<file path="config.mk">
export PLATFORM = sky130hd
export DESIGN_NAME = stripe_sched_2_4
export DESIGN_NICKNAME = d
export VERILOG_FILES = /design/src/rtl/pcie_phy_pkg.sv /design/src/rtl/stripe_sched_2_4_idle_timer.sv /design/src/rtl/stripe_sched_2_4.sv
export SDC_FILE = /design/constraint.sdc
export NUM_CORES = 1
export LEC_CHECK = 0
export ABC_AREA = 1
export BUFFER_PORTS_ARGS = -buffer_cell sky130_fd_sc_hd__buf_2
export CAP_MARGIN = 5
export CELL_PAD_IN_SITES_DETAIL_PLACEMENT = 1
export CELL_PAD_IN_SITES_GLOBAL_PLACEMENT = 1
export CORE_MARGIN = 2
export CORE_UTILIZATION = 30
export DETAILED_ROUTE_END_ITERATION = 12
export GPL_TIMING_DRIVEN = 0
export PLACE_DENSITY = 0.7
export SYNTH_ARGS = -nofsm -noshare
export SYNTH_HDL_FRONTEND = slang
export SYNTH_SLANG_ARGS = --single-unit
</file>
<file path="constraint.sdc">
create_clock -name clk -period 2.26 [get_ports clk]
set_clock_uncertainty 0.05 [all_clocks]
set_input_delay 0.226 -clock clk [delete_from_list [all_inputs] [get_ports clk]]
set_output_delay 0.226 -clock clk [all_outputs]
set_load 0.1 [all_outputs]
</file>
<file path="src/rtl/pcie_phy_pkg.sv">
// ---------------------------------------------------------------------------
// pcie_phy_pkg : shared encodings for the PCIe physical-layer datapath
// Rev 1.0
// ---------------------------------------------------------------------------
`default_nettype none

package pcie_phy_pkg;

  typedef enum logic [1:0] {
    ST_IDLE = 2'd0,
    ST_LO   = 2'd1,
    ST_HI   = 2'd2
  } state_t;

  localparam int LANE0 = 0;
  localparam int LANE1 = 1;
  localparam int LANE2 = 2;
  localparam int LANE3 = 3;

  localparam int DEFAULT_DATA_W = 8;

endpackage

`default_nettype wire

</file>
<file path="src/rtl/stripe_sched_2_4_idle_timer.sv">
// ---------------------------------------------------------------------------
// idle_timer : saturating inactivity counter, pulses expired on reaching limit
// Rev 1.0
// ---------------------------------------------------------------------------
`default_nettype none

module idle_timer (
  input  logic       clk,
  input  logic       reset,
  input  logic       activity,
  input  logic [7:0] limit,
  output logic       expired
);

  logic [7:0] r_count;
  logic [7:0] w_count_inc;

  assign w_count_inc = (r_count == 8'hFF) ? r_count : r_count + 8'd1;

  // Fires on the idle cycle that would bring the count up to limit; the
  // counter restarts there so the pulse is a single cycle wide.
  assign expired = !activity && (w_count_inc == limit);

  always_ff @(posedge clk) begin
    if (reset) begin
      r_count <= 8'd0;
    end else if (activity || expired) begin
      r_count <= 8'd0;
    end else begin
      r_count <= w_count_inc;
    end
  end

endmodule

`default_nettype wire

</file>
<file path="src/rtl/stripe_sched_2_4.sv">
// ---------------------------------------------------------------------------
// stripe_sched_2_4 : steers 2-byte beats alternately to output pair LO or HI
// Rev 1.0
// ---------------------------------------------------------------------------
`default_nettype none

module stripe_sched_2_4
  import pcie_phy_pkg::*;
#(
  parameter int DATA_W     = DEFAULT_DATA_W,
  parameter int IDLE_LIMIT = 4,
  parameter int CNT_W      = 16
) (
  input  logic              clk,
  input  logic              reset,
  input  logic [DATA_W-1:0] in0,
  input  logic [DATA_W-1:0] in1,
  input  logic              valid_in0,
  input  logic              valid_in1,
  input  logic [3:0]        ready_out,
  output logic              ready_in,
  output logic [DATA_W-1:0] out0,
  output logic [DATA_W-1:0] out1,
  output logic [DATA_W-1:0] out2,
  output logic [DATA_W-1:0] out3,
  output logic              valid_out0,
  output logic              valid_out1,
  output logic              valid_out2,
  output logic              valid_out3,
  output logic              pair_hi,
  output logic              err_partial,
  output logic [CNT_W-1:0]  beat_cnt
);

  localparam logic [7:0] c_idle_limit = 8'(IDLE_LIMIT);

  state_t r_state;
  logic   w_target_hi;
  logic   w_target_ready;
  logic   w_full;
  logic   w_partial;
  logic   w_activity;
  logic   w_expired;

  assign w_target_hi    = (r_state == ST_HI);
  assign w_target_ready = w_target_hi ? (ready_out[LANE3] && ready_out[LANE2])
                                      : (ready_out[LANE1] && ready_out[LANE0]);
  assign ready_in       = !reset && w_target_ready;

  assign w_full     = valid_in0 && valid_in1 && ready_in;
  assign w_partial  = (valid_in0 ^ valid_in1) && ready_in;
  assign w_activity = valid_in0 || valid_in1;

  idle_timer u_idle_timer (
    .clk      (clk),
    .reset    (reset),
    .activity (w_activity),
    .limit    (c_idle_limit),
    .expired  (w_expired)
  );

  always_ff @(posedge clk) begin
    if (reset) begin
      r_state     <= ST_IDLE;
      out0        <= '0;
      out1        <= '0;
      out2        <= '0;
      out3        <= '0;
      valid_out0  <= 1'b0;
      valid_out1  <= 1'b0;
      valid_out2  <= 1'b0;
      valid_out3  <= 1'b0;
      pair_hi     <= 1'b0;
      err_partial <= 1'b0;
      beat_cnt    <= '0;
    end else begin
      valid_out0 <= 1'b0;
      valid_out1 <= 1'b0;
      valid_out2 <= 1'b0;
      valid_out3 <= 1'b0;

      if (w_full) begin
        beat_cnt <= beat_cnt + CNT_W'(1);
        if (w_target_hi) begin
          out2       <= in0;
          out3       <= in1;
          valid_out2 <= 1'b1;
          valid_out3 <= 1'b1;
          r_state    <= ST_LO;
          pair_hi    <= 1'b0;
        end else begin
          out0       <= in0;
          out1       <= in1;
          valid_out0 <= 1'b1;
          valid_out1 <= 1'b1;
          r_state    <= ST_HI;
          pair_hi    <= 1'b1;
        end
      end else if (w_expired && (r_state != ST_IDLE)) begin
        // Realign so the first beat after a quiet period lands on pair LO.
        r_state <= ST_IDLE;
        pair_hi <= 1'b0;
      end

      if (w_partial) begin
        err_partial <= 1'b1;
      end
    end
  end

endmodule

`default_nettype wire

</file>
## After elaboration in Yosys (flattened, before gate mapping)

Cells that the tools add are included.

- Register bits after elaboration: 62
- Input port bits: 24
- Output and inout bits: 55
- Word-level logic and storage cells: 46

- Add/sub/neg operators: 2
- Equal/unequal tests: 3
- Muxes and demuxes: 9
- Bitwise operators: 3
- Reductions and logical operators: 18

Operators by type and width:

| kind | number |
|---|---|
| $add A16 B1 Y16 const B | 1 |
| $add A8 B1 Y8 const B | 1 |
| $eq A8 B3 Y1 const B | 1 |
| $eq A8 B8 Y1 const B | 1 |
| $logic_and A1 B1 Y1 | 8 |
| $mux W8 | 1 |
| $mux W2 | 3 |
| $mux W1 | 5 |
| $reduce_and A2 Y1 | 2 |
| $reduce_bool A2 Y1 | 2 |
| $reduce_or A2 Y1 | 2 |
| $eq A2 B2 Y1 const B | 1 |
| $logic_not A1 Y1 | 2 |
| $logic_or A1 B1 Y1 | 2 |
| $not A1 Y1 | 2 |
| $xor A1 B1 Y1 | 1 |

## Longest topological paths before layout

- Word-level depth: 7
- Gate-level depth with buffers: 12
- Mapped depth without buffers: 11

## By module

A second synthesis with hierarchy kept.

- Cells, all modules: 431
- Area total of the unflattened synthesis: 2969.1 um^2

By module, submodules not included:

| module | times used | cells an instance | area each (um^2) | seq. area each (um^2) |
|---|---|---|---|---|
| stripe_sched_2_4 | 1 | 323 | 2328.5 | 1061.0 |
| idle_timer | 1 | 108 | 640.6 | 160.2 |

## Least setup slack after synthesis

No wires, ideal clock.

- Path kind: reg-to-reg
- Start point: register, netlist name pair_hi
- End point: register err_partial
- Setup time: 67 ps
- Data arrival time: 2220 ps
- Required time: 2143 ps
- Setup slack: -78 ps
- Cell stages (with the launch flop): 7
- Path buffers: 0
- Clock period less this slack: 2338 ps
- Path through: dfxtp_1 nand2_4 nand2_4 nand3_4 inv_1 a21oi_1 nor2_1

RTL lines:

| what | line | source |
|---|---|---|
| end signal, assigned | stripe_sched_2_4.sv:74 | `err_partial <= 1'b0;` |
| end signal, assigned | stripe_sched_2_4.sv:106 | `err_partial <= 1'b1;` |
| end, declared | stripe_sched_2_4.sv:31 | `output logic err_partial,` |

## Final worst setup path

- Start point: register u_idle_timer.r_count[0]
- End point: register u_idle_timer.r_count[7]

- Word-level cells in the longest chain between the ends: 6
- Elaborated cells on any way between the ends: 7
- Classes of those cells: add/sub: 1; eq/ne: 2; mux: 1; reduce/logical: 3

RTL lines:

| what | line | source |
|---|---|---|
| start, declared | stripe_sched_2_4_idle_timer.sv:15 | `logic [7:0] r_count;` |
| start signal, assigned | stripe_sched_2_4_idle_timer.sv:30 | `r_count <= w_count_inc;` |
| $add A8 B1 Y8 or $eq A8 B8 Y1 (tied branches) | stripe_sched_2_4_idle_timer.sv:18 | `assign w_count_inc = (r_count == 8'hFF) ? r_count : r_count + 8'd1;` |
| $mux W8 (*) | stripe_sched_2_4_idle_timer.sv:18 |  |
| $eq A8 B3 Y1 | stripe_sched_2_4_idle_timer.sv:22 | `assign expired = !activity && (w_count_inc == limit);` |
| $logic_and A1 B1 Y1 | stripe_sched_2_4_idle_timer.sv:22 |  |
| $logic_or A1 B1 Y1 | stripe_sched_2_4_idle_timer.sv:27 | `end else if (activity \|\| expired) begin` |
| $reduce_or A2 Y1 (no line) | -- |  |

Mark *: on every way between the ends. The rest lies on a longest branch, timed or not.
A chain may end at the register's enable or synchronous reset.

==> results_dict.tcl <==
set metrics [dict create \
    crit_path_end_kind "flop" \
    synth_top_family_by_area "simple AND/OR/NAND/NOR gates" \
    drive_gt1_share_pct 26.9 \
    fin_crit_sh_pct 88.7 \
    post_cts_resized 0 \
    grt_setup_unrepaired "false" \
    finalWirelength_um 7400 \
    syn-num-nets 381 \
    die_area_um2 9540 \
    die_x_um 97.7 \
    vias_per_cell 4.66 \
    dp_slack_ps 256 \
    final_cell_mix "82 x buf_2, 68 x nand2_1, 60 x nor2_1, 60 x dfxtp_1, 34 x a21oi_1" \
    grt_pass1_vias 2545 \
    wire_per_inst_um 13.4 \
    setup_viol 0 \
    cts_sinks 61 \
    drtIter0Drc 69 \
    ios 79 \
    synthSimpleGateAreaFrac_pct 29.5 \
    hold_depth 3 \
    post-synth-top-area-fraction_pct 46.4 \
    seq_area_frac_synth_pct 46.4 \
    hold_violations 0 \
    crit_arrival_ps 2210 \
    r2r_slack_ps 260 \
    critical_path_class "flop to flop" \
    drv_cap 0 \
    fmax_mhz 499 \
    clk_pin_slew_ps 80 \
    slew_headroom_pct 65.3 \
    worst_pin_slew_ps 521 \
    fillers 1136 \
    grt.met3_usage_pct 5.25 \
    worst_hold_slack_ps 77.3 \
    ys_async_sr_fraction_pct 0 \
    synth_fa_ha_area_share_pct 1.90 \
    grt_max_degree 11 \
    design_area_um2 3330 \
    root_buffer "clkbuf_8" \
    ys_types 32 \
    whs_endpoint "out3[2]" \
    area.sequential_um2 1220 \
    synthMuxAreaShare_pct 0 \
    finalMaxSlewViolations 0 \
    holdCritStartpoint "in1[2]" \
    synth_top_cells_by_area "dfxtp_1 46%, nand2_1 9.7%, nor2_1 8.6%" \
    grt.overflow.total 0 \
    detail-route-antenna-nets 0 \
    cp_max_fo 9 \
    seqPwrFrac_pct 50.7 \
    p_comb_share_pct 7.2 \
    placed_cell_area_um2 3160 \
    syn_area_per_cell_um2 7.46 \
    die_h_um 97.7 \
    cp_data_required_time_ps 2470 \
    synth_compound_area_share_pct 12.7 \
    grtUsageMet2_pct 25.8 \
    use_met1_pct 18.9 \
    yosys_warnings 0 \
    status "completed" \
    setup_tns_ps 0 \
    final_common_cell "buf_2" \
    syn_inst 353 \
    min_period_ps 2000 \
    ctsLongestPathBuffers 2 \
    r2r-start "u_idle_timer.r_count[0]" \
    r2r_cells 11 \
    p_leak_uw 0.00156 \
    cts_max_level 3 \
    p_per_area_nw_per_um2 644 \
    cts-buffers-inserted 9 \
    clock_latency_ps 340 \
    synth_xor_area_share_pct 1.66 \
    hold_buffers 0 \
    routabilityCongestion 0.819 \
    layout_setup_ws_ps 256 \
    route.detailed.drc 0 \
    antennaDiodeCount 0 \
    synth_flop_cell "dfxtp_1" \
    crit_path_start_kind "flop" \
    cellInternalPower_uw 1570 \
    firstDrtPassIters 4 \
    fp-row-count 34 \
    port_buffers 77 \
    syn_area_um2 2630 \
    start_util_pct 30.5 \
    nets 469 \
    clkPwrFrac_pct 42.0 \
    antenna_found_initial 0 \
    grt_pass1_wl_um 12100 \
    ys_ff_latch 61 \
    core_area_um2 8640 \
    multi_input_area_um2 1200 \
    cts_tree "done" \
    switching_share_pct 26.7 \
    num_vias 2581 \
    dpl.hpwl_um 5520 \
    track_usage_pct 15.6 \
    hp-class "primary input to flop" \
    synth_edf_count 0 \
    reg2reg_to "u_idle_timer.r_count[7]" \
    post_cts_buffers 0 \
    vdd_drop_max_v 0.000339 \
    grt.busiest_layer "met2" \
    p_sw_uw 573 \
    yosysTopAreaCell "dfxtp_1" \
    area_delta_synth_final_pct 26.6 \
]
worst max-delay path by stage:
stage | start | cells past startpoint | end
5_1_grt | u_idle_timer.r_count[0] | 9 | u_idle_timer.r_count[7]
4_1_cts | u_idle_timer.r_count[0] | 11 | u_idle_timer.r_count[7]
2_1_floorplan | beat_cnt[1] | 6 | beat_cnt[12]
3_3_place_gp | u_idle_timer.r_count[0] | 9 | u_idle_timer.r_count[7]
3_5_place_dp | u_idle_timer.r_count[0] | 11 | u_idle_timer.r_count[7]
6_report | u_idle_timer.r_count[0] | 11 | u_idle_timer.r_count[7]
layout make-up:
type                       count  area share [%]
inverter                      34            3.90
timing repair buffer          77            11.6
buffer                        14            2.33
clock inverter                 4           0.676
clock buffer                  12            4.65
sequential                    61            36.7
tap                          108            4.05
multi-input combinational    244            36.1
stage by stage:
step	total power (uW)	utilization (%)	std cells
6_report	2150	38.6	554
5_1_grt	2220	38.6	554
4_1_cts	2160	38.6	554
3_5_place_dp	1270	36.5	538
3_3_place_gp	1270	36.5	538
2_1_floorplan	1220	-	353
flip-flops by register name, summed over array words and instances, names as in the netlist:
register,flops
beat_cnt,16
out0,8
out1,8
out2,8
out3,8
u_idle_timer.r_count,8
err_partial,1
pair_hi,1
r_state,1
valid_out1,1
valid_out3,1
per-layer routing:
metal  wire length, um  part of all wire [%]  vias up
li1                  -                     -     1322
met1              3360                    45     1186
met2              3480                    47       63
met3               457                   6.2       10
met4               100                   1.4        0
met5                 0                     0        -
critical path, cell delays in order, from the launching register on:
cell     delay [ps]
dfxtp_1         400
ha_1            250
nand2_1         110
nor2_2          150
nand2_2         160
nand2_1         100
nand2_1          70
nand2_1          60
nor2_1           60
nand3_1         130
nand3_2         160
a31oi_1         210
power groups by stage:
stage	clock network, uW	registers (uW)	logic, uW
global placement	0	1110	155
CTS	919	1090	158
detailed placement	0	1110	157
finish	902	1090	155
global route	962	1090	168
floorplan	0	1160	56.1
cell families after synthesis:
family                     count (synthesis)
AOI/OAI and AO/OA                         65
xor gates and xnor gates                   5
adders and majority gates                  4
buffers and inverters                     48
DFF                                       61
and+or+nand+nor                          170
synthesized netlist by cell type, types with 2 or more instances:
library cell	instances
nand2_1	68
xor2_1	4
nor2_1	60
a21oi_1	34
o21ai_0	26
inv_2	5
nand4_1	11
buf_2	5
ha_1	4
nand3_1	15
inv_1	26
clkbuf_1	5
nor3_1	3
nor2_4	2
dfxtp_1	61
buf_4	3
clkinv_2	2
a31oi_1	2
nand2_2	2
nand2_4	3
No activity file was read; power rests on OpenSTA's default activity.
